$ cat config.mk
export PLATFORM = sky130hd
export DESIGN_NAME = pixel_readout_flat
export DESIGN_NICKNAME = d
export VERILOG_FILES = /design/src/rtl/pixel_readout_pkg.sv /design/src/rtl/pixel_readout_if.sv /design/src/rtl/pixel_readout_fifo.sv /design/src/rtl/pixel_readout.sv /design/src/flat_wrapper.sv
export SDC_FILE = /design/constraint.sdc
export NUM_CORES = 1
export LEC_CHECK = 0
export ABC_AREA = 1
export CORE_MARGIN = 2
export CORE_UTILIZATION = 41
export DETAILED_ROUTE_END_ITERATION = 12
export PLACE_DENSITY = 0.61
export SYNTH_ARGS = -nofsm -noshare
export SYNTH_HDL_FRONTEND = slang
export SYNTH_SLANG_ARGS = --single-unit
$ cat constraint.sdc
create_clock -name clk -period 1.9 [get_ports clk]
set_clock_uncertainty 0.1 [all_clocks]
set_input_delay 0.38 -clock clk [delete_from_list [all_inputs] [get_ports clk]]
set_output_delay 0.38 -clock clk [all_outputs]
set_load 0.05 [all_outputs]
$ cat src/rtl/pixel_readout_pkg.sv
`default_nettype none
// ============================================================================
// Module   : pixel_readout_pkg
// Purpose  : Shared types and defaults for the two-row pixel readout block.
//            Holds the capture FSM state enum, the FIFO entry layout and the
//            default sample width.
// Contents : c_DATA_W     - default bits per pixel sample
//            ro_state_t   - readout FSM states
//            pix_entry_t  - one FIFO entry {data, row, col} at default width
// Revision : 1.0 - initial release
// ============================================================================
package pixel_readout_pkg;

    localparam int c_DATA_W = 8;

    typedef enum logic [2:0] {
        ST_IDLE    = 3'd0,
        ST_SETTLE  = 3'd1,
        ST_CAPTURE = 3'd2,
        ST_PUSH0   = 3'd3,
        ST_PUSH1   = 3'd4
    } ro_state_t;

    // Field order matches the packed FIFO word used by the top level:
    // data in the upper bits, then row, then column in bit 0.
    typedef struct packed {
        logic [c_DATA_W-1:0] data;
        logic                row;
        logic                col;
    } pix_entry_t;

endpackage : pixel_readout_pkg
`default_nettype wire

$ cat src/rtl/pixel_readout_if.sv
`default_nettype none
// ============================================================================
// Module   : pixel_readout_if
// Purpose  : Pixel stream from the readout FIFO to the image store, using a
//            valid/ready handshake. A pixel transfers on a cycle where both
//            pix_valid and pix_ready are high.
// Signals  : pix_data  - head-of-FIFO pixel sample
//            pix_row   - 0 = row 1, 1 = row 2
//            pix_col   - column index
//            pix_valid - head entry present
//            pix_ready - sink accepts the head entry
// Modports : master (pixel source), slave (pixel sink)
// Revision : 1.0 - initial release
// ============================================================================
interface pixel_readout_if
    import pixel_readout_pkg::*;
#(
    parameter int DATA_W = c_DATA_W
);
    logic [DATA_W-1:0] pix_data;
    logic              pix_row;
    logic              pix_col;
    logic              pix_valid;
    logic              pix_ready;

    modport master (
        output pix_data,
        output pix_row,
        output pix_col,
        output pix_valid,
        input  pix_ready
    );

    modport slave (
        input  pix_data,
        input  pix_row,
        input  pix_col,
        input  pix_valid,
        output pix_ready
    );

endinterface : pixel_readout_if
`default_nettype wire

$ cat src/rtl/pixel_readout_fifo.sv
`default_nettype none
// ============================================================================
// Module   : pix_fifo
// Purpose  : First-word-fall-through FIFO for readout pixels. The head entry
//            is visible on rd_data_o whenever empty_o is low. A write into a
//            full FIFO is accepted only if a read happens in the same cycle.
//            A read on an empty FIFO is ignored. flush_i empties the FIFO
//            synchronously and overrides reads and writes.
// Ports    : clk, reset   - clock, asynchronous active-high reset
//            flush_i      - synchronous empty
//            wr_en_i      - write request, wr_data_i - write word
//            rd_en_i      - read request (pop head)
//            rd_data_o    - head word (zero while empty)
//            empty_o      - no entries, full_o - DEPTH entries
// Revision : 1.0 - initial release
// ============================================================================
module pix_fifo #(
    parameter int WIDTH = 10,
    parameter int DEPTH = 4
) (
    input  logic             clk,
    input  logic             reset,
    input  logic             flush_i,
    input  logic             wr_en_i,
    input  logic [WIDTH-1:0] wr_data_i,
    input  logic             rd_en_i,
    output logic [WIDTH-1:0] rd_data_o,
    output logic             empty_o,
    output logic             full_o
);

    localparam int c_AW = $clog2(DEPTH);

    // One extra pointer bit separates the full and empty cases when the
    // address bits are equal.
    logic [c_AW:0]      wr_ptr_q, wr_ptr_d;
    logic [c_AW:0]      rd_ptr_q, rd_ptr_d;
    logic [WIDTH-1:0]   mem_q [DEPTH];
    logic               w_do_wr;
    logic               w_do_rd;

    assign empty_o = (wr_ptr_q == rd_ptr_q);
    assign full_o  = (wr_ptr_q[c_AW] != rd_ptr_q[c_AW]) &&
                     (wr_ptr_q[c_AW-1:0] == rd_ptr_q[c_AW-1:0]);

    assign w_do_rd = rd_en_i && !empty_o;
    // A pop in the same cycle frees the slot the write needs.
    assign w_do_wr = wr_en_i && (!full_o || w_do_rd);

    assign rd_data_o = empty_o ? '0 : mem_q[rd_ptr_q[c_AW-1:0]];

    always_comb begin
        wr_ptr_d = wr_ptr_q;
        rd_ptr_d = rd_ptr_q;
        if (flush_i) begin
            wr_ptr_d = '0;
            rd_ptr_d = '0;
        end else begin
            if (w_do_wr) wr_ptr_d = wr_ptr_q + 1'b1;
            if (w_do_rd) rd_ptr_d = rd_ptr_q + 1'b1;
        end
    end

    always_ff @(posedge clk or posedge reset) begin
        if (reset) begin
            wr_ptr_q <= '0;
            rd_ptr_q <= '0;
        end else begin
            wr_ptr_q <= wr_ptr_d;
            rd_ptr_q <= rd_ptr_d;
        end
    end

    // Storage is not reset; the read port masks it while empty.
    always_ff @(posedge clk) begin
        if (w_do_wr && !flush_i) begin
            mem_q[wr_ptr_q[c_AW-1:0]] <= wr_data_i;
        end
    end

endmodule : pix_fifo
`default_nettype wire

$ cat src/rtl/pixel_readout.sv
`default_nettype none
// ============================================================================
// Module   : pixel_readout
// Purpose  : Captures two column samples per ADC conversion window of the
//            two-row sensor and streams them one pixel at a time through a
//            small FWFT FIFO to the image store.
//            Build option: define DARK_SUB_EN to subtract DARK_LEVEL from
//            each sample (saturating at zero) during capture.
// Ports    : clk, reset          - clock, asynchronous active-high reset
//            NRE_1, NRE_2        - row read enables, active-low
//            ADC                 - conversion window, active-high
//            erase               - synchronous flush of the whole block
//            adc_data            - {column 1, column 0} samples
//            pix                 - pixel stream (pixel_readout_if.master)
//            frame_done          - pulse after row 2 column 1 is written
//            overflow            - sticky, a sample was dropped on full FIFO
//            seq_err             - sticky, bad strobe combo or aborted window
// Revision : 1.0 - initial release
// ============================================================================
module pixel_readout
    import pixel_readout_pkg::*;
#(
    parameter int DATA_W     = c_DATA_W,
    parameter int SETTLE     = 3,
    parameter int DEPTH      = 4,
    parameter int DARK_LEVEL = 8
) (
    input  logic                clk,
    input  logic                reset,
    input  logic                NRE_1,
    input  logic                NRE_2,
    input  logic                ADC,
    input  logic                erase,
    input  logic [2*DATA_W-1:0] adc_data,
    pixel_readout_if.master     pix,
    output logic                frame_done,
    output logic                overflow,
    output logic                seq_err
);

    localparam int c_FW = DATA_W + 2;

    // Elaboration-time sanity check of the configuration.
    generate
        if (SETTLE < 1 || SETTLE > 15 || DEPTH < 2 ||
            (DEPTH & (DEPTH - 1)) != 0 ||
            DARK_LEVEL < 0 || DARK_LEVEL >= (1 << DATA_W)) begin : g_bad_cfg
            $error("pixel_readout: illegal parameter combination");
        end
    endgenerate

    ro_state_t           state_q, state_d;
    logic [3:0]          cnt_q, cnt_d;
    logic                row_q, row_d;
    logic [2*DATA_W-1:0] cap_q, cap_d;
    logic                adc_q;
    logic                seq_err_q, seq_err_d;
    logic                overflow_q, overflow_d;
    logic                frame_done_q, frame_done_d;

    logic                w_rise;
    logic                w_seq_err_set;
    logic                w_push;
    logic                w_pop;
    logic [c_FW-1:0]     w_wr_data;
    logic [c_FW-1:0]     w_rd_data;
    logic                w_fifo_empty;
    logic                w_fifo_full;

    assign w_rise = ADC && !adc_q;

`ifdef DARK_SUB_EN
    localparam logic [DATA_W-1:0] c_DARK = DARK_LEVEL[DATA_W-1:0];

    function automatic logic [DATA_W-1:0] f_dark_sub(input logic [DATA_W-1:0] s);
        return (s > c_DARK) ? (s - c_DARK) : '0;
    endfunction
`endif

    // ------------------------------------------------------------------
    // State register
    // ------------------------------------------------------------------
    always_ff @(posedge clk or posedge reset) begin
        if (reset) begin
            state_q      <= ST_IDLE;
            cnt_q        <= '0;
            row_q        <= 1'b0;
            cap_q        <= '0;
            adc_q        <= 1'b0;
            seq_err_q    <= 1'b0;
            overflow_q   <= 1'b0;
            frame_done_q <= 1'b0;
        end else begin
            state_q      <= state_d;
            cnt_q        <= cnt_d;
            row_q        <= row_d;
            cap_q        <= cap_d;
            adc_q        <= ADC;
            seq_err_q    <= seq_err_d;
            overflow_q   <= overflow_d;
            frame_done_q <= frame_done_d;
        end
    end

    // ------------------------------------------------------------------
    // Next-state logic
    // ------------------------------------------------------------------
    always_comb begin
        state_d       = state_q;
        cnt_d         = cnt_q;
        row_d         = row_q;
        cap_d         = cap_q;
        w_seq_err_set = 1'b0;

        case (state_q)
            ST_IDLE: begin
                if (w_rise) begin
                    if (NRE_1 ^ NRE_2) begin
                        // NRE_1 low selects row 1 (code 0), otherwise row 2.
                        row_d   = NRE_1;
                        cnt_d   = 4'(SETTLE);
                        state_d = ST_SETTLE;
                    end else begin
                        w_seq_err_set = 1'b1;
                    end
                end
            end
            ST_SETTLE: begin
                if (!ADC) begin
                    state_d       = ST_IDLE;
                    w_seq_err_set = 1'b1;
                end else if (cnt_q == 4'd1) begin
                    state_d = ST_CAPTURE;
                end else begin
                    cnt_d = cnt_q - 4'd1;
                end
            end
            ST_CAPTURE: begin
`ifdef DARK_SUB_EN
                cap_d = {f_dark_sub(adc_data[2*DATA_W-1:DATA_W]),
                         f_dark_sub(adc_data[DATA_W-1:0])};
`else
                cap_d = adc_data;
`endif
                state_d = ST_PUSH0;
            end
            ST_PUSH0: begin
                state_d = ST_PUSH1;
            end
            ST_PUSH1: begin
                state_d = ST_IDLE;
            end
            default: begin
                state_d = ST_IDLE;
            end
        endcase

        if (erase) begin
            state_d       = ST_IDLE;
            w_seq_err_set = 1'b0;
        end
    end

    // ------------------------------------------------------------------
    // Output logic
    // ------------------------------------------------------------------
    assign w_pop = pix.pix_ready && !w_fifo_empty;

    always_comb begin
        w_push       = !erase && ((state_q == ST_PUSH0) || (state_q == ST_PUSH1));
        w_wr_data    = {cap_q[DATA_W-1:0], row_q, 1'b0};
        frame_done_d = 1'b0;
        overflow_d   = overflow_q;
        seq_err_d    = seq_err_q;

        if (state_q == ST_PUSH1) begin
            w_wr_data    = {cap_q[2*DATA_W-1:DATA_W], row_q, 1'b1};
            frame_done_d = row_q && !erase;
        end

        if (erase) begin
            overflow_d = 1'b0;
            seq_err_d  = 1'b0;
        end else begin
            // A full FIFO still takes the sample if the head leaves this cycle.
            if (w_push && w_fifo_full && !w_pop) overflow_d = 1'b1;
            if (w_seq_err_set)                   seq_err_d  = 1'b1;
        end
    end

    pix_fifo #(
        .WIDTH (c_FW),
        .DEPTH (DEPTH)
    ) u_fifo (
        .clk       (clk),
        .reset     (reset),
        .flush_i   (erase),
        .wr_en_i   (w_push),
        .wr_data_i (w_wr_data),
        .rd_en_i   (pix.pix_ready),
        .rd_data_o (w_rd_data),
        .empty_o   (w_fifo_empty),
        .full_o    (w_fifo_full)
    );

    assign pix.pix_valid = !w_fifo_empty;
    assign pix.pix_data  = w_rd_data[c_FW-1:2];
    assign pix.pix_row   = w_rd_data[1];
    assign pix.pix_col   = w_rd_data[0];

    assign frame_done = frame_done_q;
    assign overflow   = overflow_q;
    assign seq_err    = seq_err_q;

endmodule : pixel_readout
`default_nettype wire

$ cat src/flat_wrapper.sv
// flat-port wrapper written by rule: the top's interface ports become plain ports
module pixel_readout_flat import pixel_readout_pkg::*;
#(
    parameter int DATA_W     = c_DATA_W,
    parameter int SETTLE     = 3,
    parameter int DEPTH      = 4,
    parameter int DARK_LEVEL = 8
)
  (clk, reset, NRE_1, NRE_2, ADC, erase, adc_data, frame_done, overflow, seq_err, pix_pix_data, pix_pix_row, pix_pix_col, pix_pix_valid, pix_pix_ready);
  pixel_readout_if #(.DATA_W(DATA_W)) pix_i ();
  input  logic clk;
  input  logic reset;
  input  logic NRE_1;
  input  logic NRE_2;
  input  logic ADC;
  input  logic erase;
  input  logic [2*DATA_W-1:0] adc_data;
  output logic frame_done;
  output logic overflow;
  output logic seq_err;
  output wire logic [$bits(pix_i.pix_data)-1:0] pix_pix_data;
  output wire logic [$bits(pix_i.pix_row)-1:0] pix_pix_row;
  output wire logic [$bits(pix_i.pix_col)-1:0] pix_pix_col;
  output wire logic [$bits(pix_i.pix_valid)-1:0] pix_pix_valid;
  input wire logic [$bits(pix_i.pix_ready)-1:0] pix_pix_ready;
  assign pix_pix_data = pix_i.pix_data;
  assign pix_pix_row = pix_i.pix_row;
  assign pix_pix_col = pix_i.pix_col;
  assign pix_pix_valid = pix_i.pix_valid;
  assign pix_i.pix_ready = pix_pix_ready;
  pixel_readout #(.DATA_W(DATA_W), .SETTLE(SETTLE), .DEPTH(DEPTH), .DARK_LEVEL(DARK_LEVEL)) u_core (.clk(clk), .reset(reset), .NRE_1(NRE_1), .NRE_2(NRE_2), .ADC(ADC), .erase(erase), .adc_data(adc_data), .pix(pix_i), .frame_done(frame_done), .overflow(overflow), .seq_err(seq_err));
endmodule
==> impl_metrics.py, run 1 <==
metrics = {
    "setup_path": {
        "crit_type": "reg2out",
        "crit_required_ns": 1.42,
        "startpoint_type": "flop",
        "arrival_ns": 1.60,
        "worstPathBufferInverterCount": 4,
        "worstPathMaxFanout": 10,
        "crit_family": "buffers and inverters",
        "critPathMaxStageDelay_ns": 0.45,
        "crit_chain": "buf_6 -> buf_12 -> nor2_1 -> o22ai_1 -> nand2_1 -> inv_2 -> buf_12",
        "slowest_stage": "dfrtp_2",
        "worstSetupEndpointType": "primary output",
        "crit_path_frequent_cell": "buf_12",
    },
    "timing": {
        "worstMarginPinSlew_ns": 0.307,
        "period_needed_ns": 2.08,
        "fmax_mhz": 480,
        "fin_crit_sh": 1.10,
        "fin_hold_ws_ns": 0.273,
        "rsz0062_at_grt": "yes",
        "setup_slack_ns": -0.184,
        "setup_viol": 11,
        "final_hold_viol_count": 0,
        "slew_violations": 0,
        "max_slew_margin": 0.795,
    },
    "flow_run": {
        "max_cap_violations": 0,
    },
    "worst_hold_path": {
        "hp-class": "in2async",
    },
    "pwr": {
        "power.density_mw_per_mm2": 1000,
        "power_frac_seq": 0.491,
        "power.internal_uw": 3200,
        "p_sw_frac": 0.292,
        "p_leak_uw": 0.00199,
        "p_sw_uw": 1320,
        "comb_power_share": 0.248,
        "irDropWorstVdd_mv": 0.576,
        "p_clk_frac": 0.261,
    },
    "clock_tree": {
        "root_buffer": "clkbuf_8",
        "ctsLongestPathBuffers": 2,
        "cts_buffers": 9,
        "cts.sinks": 74,
        "cts_tree": "built",
        "clock_latency_ns": 0.34,
        "htreeDepth": 3,
        "ctsHoldBuffers": 0,
        "cts.clk_slew.worst_paths_ns": 0.08,
    },
    "synth": {
        "ys_ff_latch": 74,
        "seq_area_frac_synth": 0.607,
        "yosys_warnings": 0,
        "synth_cells": 317,
        "synth.cell_area_sq_mm": 0.00338,
        "yosys.cell_types.count": 27,
        "syn_area_per_cell_sq_um": 10.7,
        "synth_nets": 347,
    },
    "final_layout": {
        "seqCellArea_sq_mm": 0.00205,
        "multi_input_area_sq_mm": 0.00123,
        "fillers": 725,
        "num_antenna_cells": 0,
        "final_nets": 413,
        "drive_above_1_share": 0.309,
        "area_growth_pct": 32.9,
    },
    "global_routing": {
        "grt_pass1_vias": 2348,
        "antenna_found_initial": 0,
        "grt.total_usage": 0.167,
        "grt_pass1_wl_mm": 11.2,
        "grt_overflow_total": 0,
        "grt_max_degree": 35,
    },
    "placed_design": {
        "port_buffers": 36,
        "dp_hpwl_mm": 4.59,
        "gp_congestion": 0.804,
        "pre_cts_slack_ns": -0.0356,
    },
    "route": {
        "routed_wl_mm": 6.75,
        "wire_per_inst_um": 13.7,
        "viasPerCell": 4.85,
        "drt-pass1-iter-count": 4,
        "dr.first_iter.drc_count": 135,
        "drc": 0,
        "drtAntennaViolNets": 0,
        "route.vias.total": 2389,
    },
    "die": {
        "dieArea_sq_mm": 0.00899,
        "ioPinCount": 37,
        "start_util": 0.418,
        "die_h_um": 94.8,
        "die_width_um": 94.8,
        "rows": 33,
        "design.core.area_sq_mm": 0.00809,
    },
    "run_status": {
        "violations": "negative setup slack",
        "status": "finished with violations",
    },
}
-- path summary, 6_finish.rpt --
check / from / end / slack [ns] / depth (start not counted)
worst max-delay path: u_core.u_fifo.rd_ptr_q[0]$_DFFE_PP0P_ / pix_pix_data[0] / -0.18 / 7
max in group asynchronous: reset / u_core.u_fifo.rd_ptr_q[0]$_DFFE_PP0P_ / 1.22 / 3
worst min-delay path: reset / u_core.cap_q[5]$_DFFE_PP0P_ / 0.27 / 3
worst max register to register: u_core.u_fifo.rd_ptr_q[0]$_DFFE_PP0P_ / u_core.u_fifo.mem_q[3][8]$_DFFE_PP_ / 0.13 / 9
min in group clk: u_core.overflow$_DFFE_PP0P_ / u_core.overflow$_DFFE_PP0P_ / 0.39 / 2
worst min register to register: u_core.overflow$_DFFE_PP0P_ / u_core.overflow$_DFFE_PP0P_ / 0.39 / 2
-- power groups by stage --
stage | combinational [uW] | sequential, uW | clock, uW
after global placement | 1030 | 2240 | 0
after global routing | 1240 | 2250 | 1260
after detailed placement | 1050 | 2250 | 0
final | 1120 | 2220 | 1180
after CTS | 1110 | 2210 | 1210
after floorplan | 735 | 2210 | 0
-- cells in the final DEF, fill, tap and decap left out, drive strengths merged --
master          n
a31oi           1
nand4           6
dfrtp          34
mux2           16
bufinv          1
inv            35
nand3          18
o21ai          25
xor2            5
a21oi           2
nor2           36
buf            41
ha              7
o22ai          10
clkdlybuf4s50  22
nand2          73
xnor2           1
clkinv          6
edfxtp         40
clkbuf          9
-- layout make-up --
type                    count  share of cell area
flip-flops and latches     74               0.457
multi-input cells         200               0.274
repair buffers             63               0.167
inverters                  35              0.0298
well taps                 105              0.0292
clock buffers               9              0.0276
clock inverters             7              0.0156
-- through the flow --
| stage | power, uW | util | instances | cell area [sq um] | setup TNS (ns) |
|---|---|---|---|---|---|
| floorplan | 2940 | - | 317 | 3380 | 0 |
| global placement | 3260 | 0.505 | 467 | 4090 | -0.108 |
| detailed placement | 3300 | 0.505 | 467 | 4090 | -1.12 |
| CTS | 4540 | 0.548 | 491 | 4440 | -1.76 |
| global route | 4750 | 0.555 | 493 | 4490 | -2.62 |
| finish | 4510 | 0.555 | 493 | 4490 | -1.66 |
-- state kept, by name, summed over array words and instances (netlist names) --
signal,count
u_core.u_fifo.rd_ptr_q,3
u_core.u_fifo.mem_q,40
u_core.overflow,1
u_core.cap_q,16
u_core.u_fifo.wr_ptr_q,3
u_core.state_q,3
u_core.frame_done,1
u_core.row_q,1
u_core.seq_err,1
u_core.cnt_q,4
u_core.adc_q,1
-- metal layers --
metal | up-vias | routed length, um | global-route usage
li1 | 1200 | - | -
met1 | 1138 | 3200 | 0.229
met2 | 43 | 3230 | 0.261
met3 | 8 | 222 | 0.0311
met4 | 0 | 97 | 0.0688
met5 | - | 0 | 0
-- tightest hold or removal path: cells and delay by family --
family	cells	cell delay, ns
buffers and inverters	3	0.70
-- synth_stat cells --
library cell | n | area [sq um]
xnor2_1 | 1 | 8.76
nand3_1 | 15 | 75.1
a31oi_1 | 1 | 6.26
nand3_2 | 2 | 20.0
o21ai_0 | 21 | 105
nor2_4 | 2 | 22.5
buf_1 | 1 | 3.75
nand2_2 | 4 | 25.0
xor2_1 | 5 | 43.8
clkbuf_1 | 6 | 22.5
inv_2 | 9 | 33.8
buf_6 | 2 | 22.5
nand2_1 | 67 | 251
edfxtp_1 | 40 | 1200
o22ai_1 | 10 | 62.6
nor2_1 | 33 | 124
nand4_1 | 6 | 37.5
mux2_4 | 9 | 135
nor2_2 | 1 | 6.26
dfrtp_1 | 34 | 851
nand3_4 | 1 | 17.5
inv_1 | 26 | 97.6
o21ai_1 | 4 | 20.0
ha_1 | 7 | 87.6
mux2_2 | 7 | 78.8
a21oi_1 | 2 | 10.0
nand2_4 | 1 | 11.3
-- logic make-up after synthesis --
| logic type | Yosys count | synth area share |
|---|---|---|
| DFF | 74 | 0.607 |
| muxes | 16 | 0.0633 |
| and+or+nand+nor | 132 | 0.175 |
| buffers and inverters | 44 | 0.0533 |
| AOI/OAI and AO/OA | 38 | 0.0603 |
| xor gates and xnor gates | 6 | 0.0155 |
| adders and majority gates | 7 | 0.0259 |
-- what timing repair did --
action,CTS,global route
endpoints found under the setup margin,11,11
gates cloned,3,0
pin swaps,9,5
buffers inserted,5,2
gates resized for setup,44,12
Note: power is estimated with default switching activity, not from simulation.
==> inputs of run 2 (changes only) <==
- CELL_PAD_IN_SITES_DETAIL_PLACEMENT: default -> 0
- CELL_PAD_IN_SITES_GLOBAL_PLACEMENT: default -> 1
- CORE_UTILIZATION: 41 -> 40
- PLACE_DENSITY: 0.61 -> 0.73
==> run 2 against run 1 <==
Effect of this change: the run still ends with negative setup slack left; core utilization down 1.0 points; die area up 2.4%; via count down 0.75%; critical path depth up 1; wire length up 3.3%; worst hold slack better by 0.056 ns; flip-flop and latch count unchanged; clock-buffer cell count up 2.
==> impl_metrics.py, run 2 (synthesized netlist as in run 1, its figures left out) <==
metrics = {
    "run_status": {
        "status": "finished with violations",
        "violations": "negative setup slack",
    },
    "setup_path": {
        "worstSetupEndpointType": "primary output",
        "arrival_ns": 1.57,
        "rr_endpoint": "u_core.u_fifo.mem_q[2][6]$_DFFE_PP_",
        "reg2regPathDepth": 9,
        "startpoint_type": "flop",
        "r2r_slack_ns": 0.14,
        "worstPathMaxFanout": 6,
        "crit_type": "reg2out",
        "crit_required_ns": 1.42,
        "r2r_start": "u_core.u_fifo.rd_ptr_q[0]$_DFFE_PP0P_",
    },
    "die": {
        "rows": 33,
        "die_h_um": 95.9,
        "ioPinCount": 37,
        "design.core.area_sq_mm": 0.00822,
        "die_width_um": 95.9,
        "dieArea_sq_mm": 0.00920,
        "start_util": 0.411,
    },
    "timing": {
        "slew_violations": 0,
        "setup_slack_ns": -0.152,
        "fin_crit_sh": 1.08,
        "final_hold_viol_count": 0,
        "final.setup.tns_ns": -1.52,
        "worstMarginPinSlew_ns": 0.439,
        "rsz0062_at_grt": "yes",
        "max_slew_margin": 0.707,
        "setup_viol": 11,
        "period_needed_ns": 2.05,
        "fmax_mhz": 487,
    },
    "pwr": {
        "p_clk_frac": 0.302,
        "finalPower_uw": 4770,
        "p_sw_frac": 0.276,
        "comb_power_share": 0.235,
        "irDropWorstVdd_mv": 0.481,
        "power_frac_seq": 0.463,
        "p_sw_uw": 1320,
        "power.internal_uw": 3460,
        "power.density_mw_per_mm2": 1070,
        "p_leak_uw": 0.00198,
    },
    "clock_tree": {
        "cts_buffers": 9,
        "cts_tree": "built",
        "cts.clk_slew.worst_paths_ns": 0.08,
        "cts.sinks": 74,
        "htreeDepth": 3,
        "ctsLongestPathBuffers": 2,
        "ctsHoldBuffers": 0,
        "root_buffer": "clkbuf_8",
        "clock_latency_ns": 0.34,
    },
    "final_layout": {
        "multi_input_area_sq_mm": 0.00122,
        "area_growth_pct": 32.5,
        "final_core_util": 0.545,
        "postLayoutCellArea_sq_mm": 0.00448,
        "fillers": 749,
        "num_antenna_cells": 0,
        "largest_reg_flops": 40,
        "drive_above_1_share": 0.313,
        "seqCellArea_sq_mm": 0.00205,
        "layout_commonest_cell": "nand2_1",
        "most-common-layout-cells": "nand2_1, edfxtp_1, nor2_1, dfrtp_1, buf_4",
        "final_nets": 412,
    },
    "route": {
        "drtAntennaViolNets": 0,
        "route.vias.total": 2371,
        "routed_wl_mm": 6.97,
        "wire_per_inst_um": 14.2,
        "drt-pass1-iter-count": 4,
        "drc": 0,
        "dr.first_iter.drc_count": 82,
        "viasPerCell": 4.82,
    },
    "global_routing": {
        "grt_max_degree": 35,
        "grt_pass1_wl_mm": 11.6,
        "grt_overflow_total": 0,
        "antenna_found_initial": 0,
        "grt.total_usage": 0.169,
        "grt_pass1_vias": 2395,
    },
    "placed_design": {
        "placedInstanceArea_sq_mm": 0.00407,
        "gp_congestion": 0.863,
        "port_buffers": 36,
        "dp_hpwl_mm": 4.78,
    },
    "flow_run": {
        "max_cap_violations": 0,
    },
    "worst_hold_path": {
        "hp-class": "in2async",
    },
}
==> run 2: cell types whose count changed in the layout (fill, tap and decap cells not counted), moves of 3 or more <==
cell      delta
nand2_2      +7
o21ai_2      -5
o21ai_0     +10
o21ai_1      -4
nand2_1      -7
clkinv_4     -3
==> run 2: how the worst max path moves through the flow <==
stage / from / endpoint / slack [ns] / cells past startpoint
floorplan: u_core.u_fifo.wr_ptr_q[0]$_DFFE_PP0P_ / pix_pix_col / 0.05 / 8
global placement: erase / u_core.u_fifo.mem_q[2][7]$_DFFE_PP_ / -0.003 / 7
detailed placement: erase / u_core.u_fifo.mem_q[2][3]$_DFFE_PP_ / -0.04 / 7
CTS: u_core.u_fifo.rd_ptr_q[0]$_DFFE_PP0P_ / pix_pix_data[0] / -0.16 / 7
global route: u_core.u_fifo.rd_ptr_q[0]$_DFFE_PP0P_ / pix_pix_data[4] / -0.24 / 8
finish: u_core.u_fifo.rd_ptr_q[0]$_DFFE_PP0P_ / pix_pix_data[4] / -0.15 / 8
==> run 2: worst max-delay path: stages (launching register included) <==
cell and delay (ns):
dfrtp_2 0.43, inv_4 0.08, nand2_2 0.06, nand2_2 0.06, nor2_4 0.20, nand2_4 0.14
nand2_2 0.09, inv_2 0.04, buf_12 0.14
==> run 2: cell type report <==
cell class	count	area share
clock buffer	11	0.0293
multi-input combinational	200	0.272
timing repair buffer	62	0.157
sequential	74	0.459
clock inverter	5	0.0235
tap	105	0.0293
inverter	35	0.0299
==> run 2: per-stage QoR <==
step	hold slack (ns)	worst slack, ns	std cells
6_report	0.329	-0.152	492
5_1_grt	0.372	-0.241	492
4_1_cts	0.332	-0.164	492
3_5_place_dp	0.376	-0.0353	467
3_3_place_gp	0.369	-0.00341	467
2_1_floorplan	0.311	0.0549	317
==> run 2: power by group through the flow <==
| stage | logic (uW) | clock network [uW] | registers, uW |
|---|---|---|---|
| detailed placement | 1070 | 0 | 2240 |
| finish | 1120 | 1440 | 2210 |
| global route | 1260 | 1520 | 2240 |
| floorplan | 735 | 0 | 2210 |
| global placement | 1030 | 0 | 2240 |
| CTS | 1120 | 1470 | 2210 |
==> run 2: repair_timing <==
action                     in CTS  in global routing
pin swaps                       4                 12
gates resized for setup        23                 22
setup endpoints to repair      11                 15
gates cloned                    2                  0
buffers inserted                7                  0
==> run 2: layer usage <==
metal / part of all wire / routed length, um / global-route usage / vias to the layer above
met4: 0.016 / 114 / 0.0786 / 0
li1: - / - / - / 1188
met3: 0.045 / 311 / 0.0243 / 9
met1: 0.47 / 3290 / 0.237 / 1119
met5: 0 / 0 / 0 / -
met2: 0.47 / 3260 / 0.261 / 55
==> edit: new RTL, config.mk and constraints of run 2 <==
Re-encode `ro_state_t` (5 states) as one-hot, 5 bits wide.
--- a/src/rtl/pixel_readout_pkg.sv
+++ b/src/rtl/pixel_readout_pkg.sv
@@ -13,12 +13,12 @@
 
     localparam int c_DATA_W = 8;
 
-    typedef enum logic [2:0] {
-        ST_IDLE    = 3'd0,
-        ST_SETTLE  = 3'd1,
-        ST_CAPTURE = 3'd2,
-        ST_PUSH0   = 3'd3,
-        ST_PUSH1   = 3'd4
+    typedef enum logic [4:0] {
+        ST_IDLE    = 5'b00001,
+        ST_SETTLE  = 5'b00010,
+        ST_CAPTURE = 5'b00100,
+        ST_PUSH0   = 5'b01000,
+        ST_PUSH1   = 5'b10000
     } ro_state_t;
 
     // Field order matches the packed FIFO word used by the top level:
Behaviour: same outputs for any inputs over 10 cycles, from zero or initial values and one cycle with reset high; not proved beyond that.
==> edit against run 2 <==
The flow still finishes with violations (setup timing); setup slack got worse by 62 ps; worst hold slack lost 34 ps; cell area is 1.4% higher; synthesized area rose by 4.9%; sequential cell count up 2; die area grew 4.7%; synthesized cell count rose by 16%; cell count grew 11%; wire length decreased by 1.3%; critical path type unchanged; largest cell class unchanged.
Power is not compared: it rests on default switching activity, and its combinational part moved more than twofold at a synthesized area within 25%.
==> edit: results (changes against run 2) <==
htree_levels: 3  # unchanged
antenna_cells: 0  # unchanged
cp_top_family: "flip-flops"
finalSetupTns_ps: -1929  # -411.8 ps
initialDrtViolationCount: 135  # +65%
fin_ws_ps: -213.8  # -61.79 ps
grt_pass1_vias: 2500  # +4.4%
arrival_ps: 1630  # +60 ps
synthTopCellsByCount: "nand2_1 (87), inv_1 (46), edfxtp_1 (40)"
largest_reg_flops: 40  # unchanged
r2r_cells: 9  # unchanged
path_class: "reg2out"
cp_max_fo: 11  # +5
hpwlAfterDp_um: 4949  # +3.6%
synth.distinct_cells: 30  # +11%
track_usage_pct: 15.51  # -1.4 points
p_leak_nw: 1.966
violations: "setup timing"
ys_warn_count: 0  # unchanged
synth-edff-count: 40  # unchanged
grt_pass1_wl_um: 11830  # +2.0%
synthFlopType: "edfxtp_1"
critPathMaxStageDelay_ps: 430  # about the same
yosysSeqAreaShare_pct: 59.32  # -1.4 points
filler_cell_count: 838  # +12%
async_reset_ff_share_pct: 47.37  # +1.4 points
grt_max_degree: 37  # +5.7%
insertion_delay_ps: 340  # about the same
final_nets: 464  # +13%
gp_congestion: 0.8223  # -4.7%
syn_nets: 399  # +15%
reg2reg_from: "u_core.u_fifo.rd_ptr_q[0]"
vdd_drop_max_v: 0.0003631
cp_slowest_cell: "dfrtp_2"
antenna_found_initial: 0  # unchanged
totalWireLength_um: 6879  # -1.3%
vias: 2586  # +9.1%
cts-root-buf: "clkbuf_8"
relSlewSlack_pct: 77.24  # +6.5 points
numPortBuffers: 36  # unchanged
clk_pin_slew_worst_paths_ps: 80  # about the same
synth_area_leaders: "edfxtp_1 (34%), dfrtp_1 (25%), nand2_1 (9.2%), inv_1 (4.9%), nor2_1 (3.7%)"
status: "finished with violations"
drive_above_1_share_pct: 23.74  # -7.5 points
setup_viol: 11  # unchanged
cts_buffers: 9  # unchanged
[edit: cell types whose count changed after synthesis, sizes merged, moves of 3 or more]
cell / change
buf: +3
mux2: -16
nand4: +4
nand2: +21
nor2: +7
inv: +17
o21ai: +13
[edit: layout make-up]
type,count,share of cell area [%]
Multi-Input combinational cell,229,26.98
Timing Repair Buffer,66,14.36
Tap cell,108,2.977
Clock inverter,6,1.433
Clock buffer,9,2.729
Inverter,52,5.154
Sequential cell,76,46.36
[edit: per-stage QoR]
stage | utilization (%) | instances | area (um^2) | setup slack [ps]
after detailed placement | 48.85 | 528 | 4239 | -47.33
after global routing | 52.31 | 546 | 4539 | -311.0
final | 52.31 | 546 | 4539 | -213.8
after CTS | 51.79 | 545 | 4494 | -212.2
after floorplan | - | 369 | 3580 | 34.37
after global placement | 48.85 | 528 | 4239 | -18.26
[edit: final timing paths]
check | end | slack (ps)
worst max-delay path | pix_pix_data[2] | -210
max in group asynchronous | u_core.state_q[0] | 1160
worst min register to register | u_core.cap_q[0] | 390
worst min-delay path | u_core.seq_err | 300
worst max register to register | u_core.u_fifo.mem_q[3][9] | 160
min in group clk | u_core.cap_q[0] | 390
[edit: worst register-to-register path, delay by kind of cell (launching register included)]
kind,cells,cell delay [ps]
buffers and inverters,3,440
DFF,1,460
and+or+nand+nor,6,450
[edit: cells by family after synthesis]
logic type | count (synthesis) | share of synthesized area, %
buffers and inverters | 64 | 7.093
xor gates and xnor gates | 4 | 0.9882
adders and majority gates | 7 | 2.470
AOI/OAI and AO/OA | 52 | 7.728
DFF | 76 | 59.32
and+or+nand+nor | 166 | 22.41
[edit: what timing repair did]
action / CTS / global route
pin swaps: 1 / 3
setup endpoints to repair: 11 / 11
cloned: 0 / 1
gates resized for setup: 26 / 7
setup buffers: 2 / 0
[edit: power groups by stage]
| stage | logic [mW] | clock network, mW | registers, mW |
|---|---|---|---|
| 6_report | 0.277 | 1.18 | 1.82 |
| 4_1_cts | 0.282 | 1.22 | 1.82 |
| 3_3_place_gp | 0.273 | 0 | 1.85 |
| 5_1_grt | 0.322 | 1.29 | 1.83 |
| 3_5_place_dp | 0.281 | 0 | 1.85 |
| 2_1_floorplan | 0.170 | 0 | 1.85 |
[edit: metal layers]
layer	share of wire (%)	global-route usage, %
met2	44	23.08
met3	4.4	3.579
met1	50	22.45
met5	0	0
met4	1.6	5.479
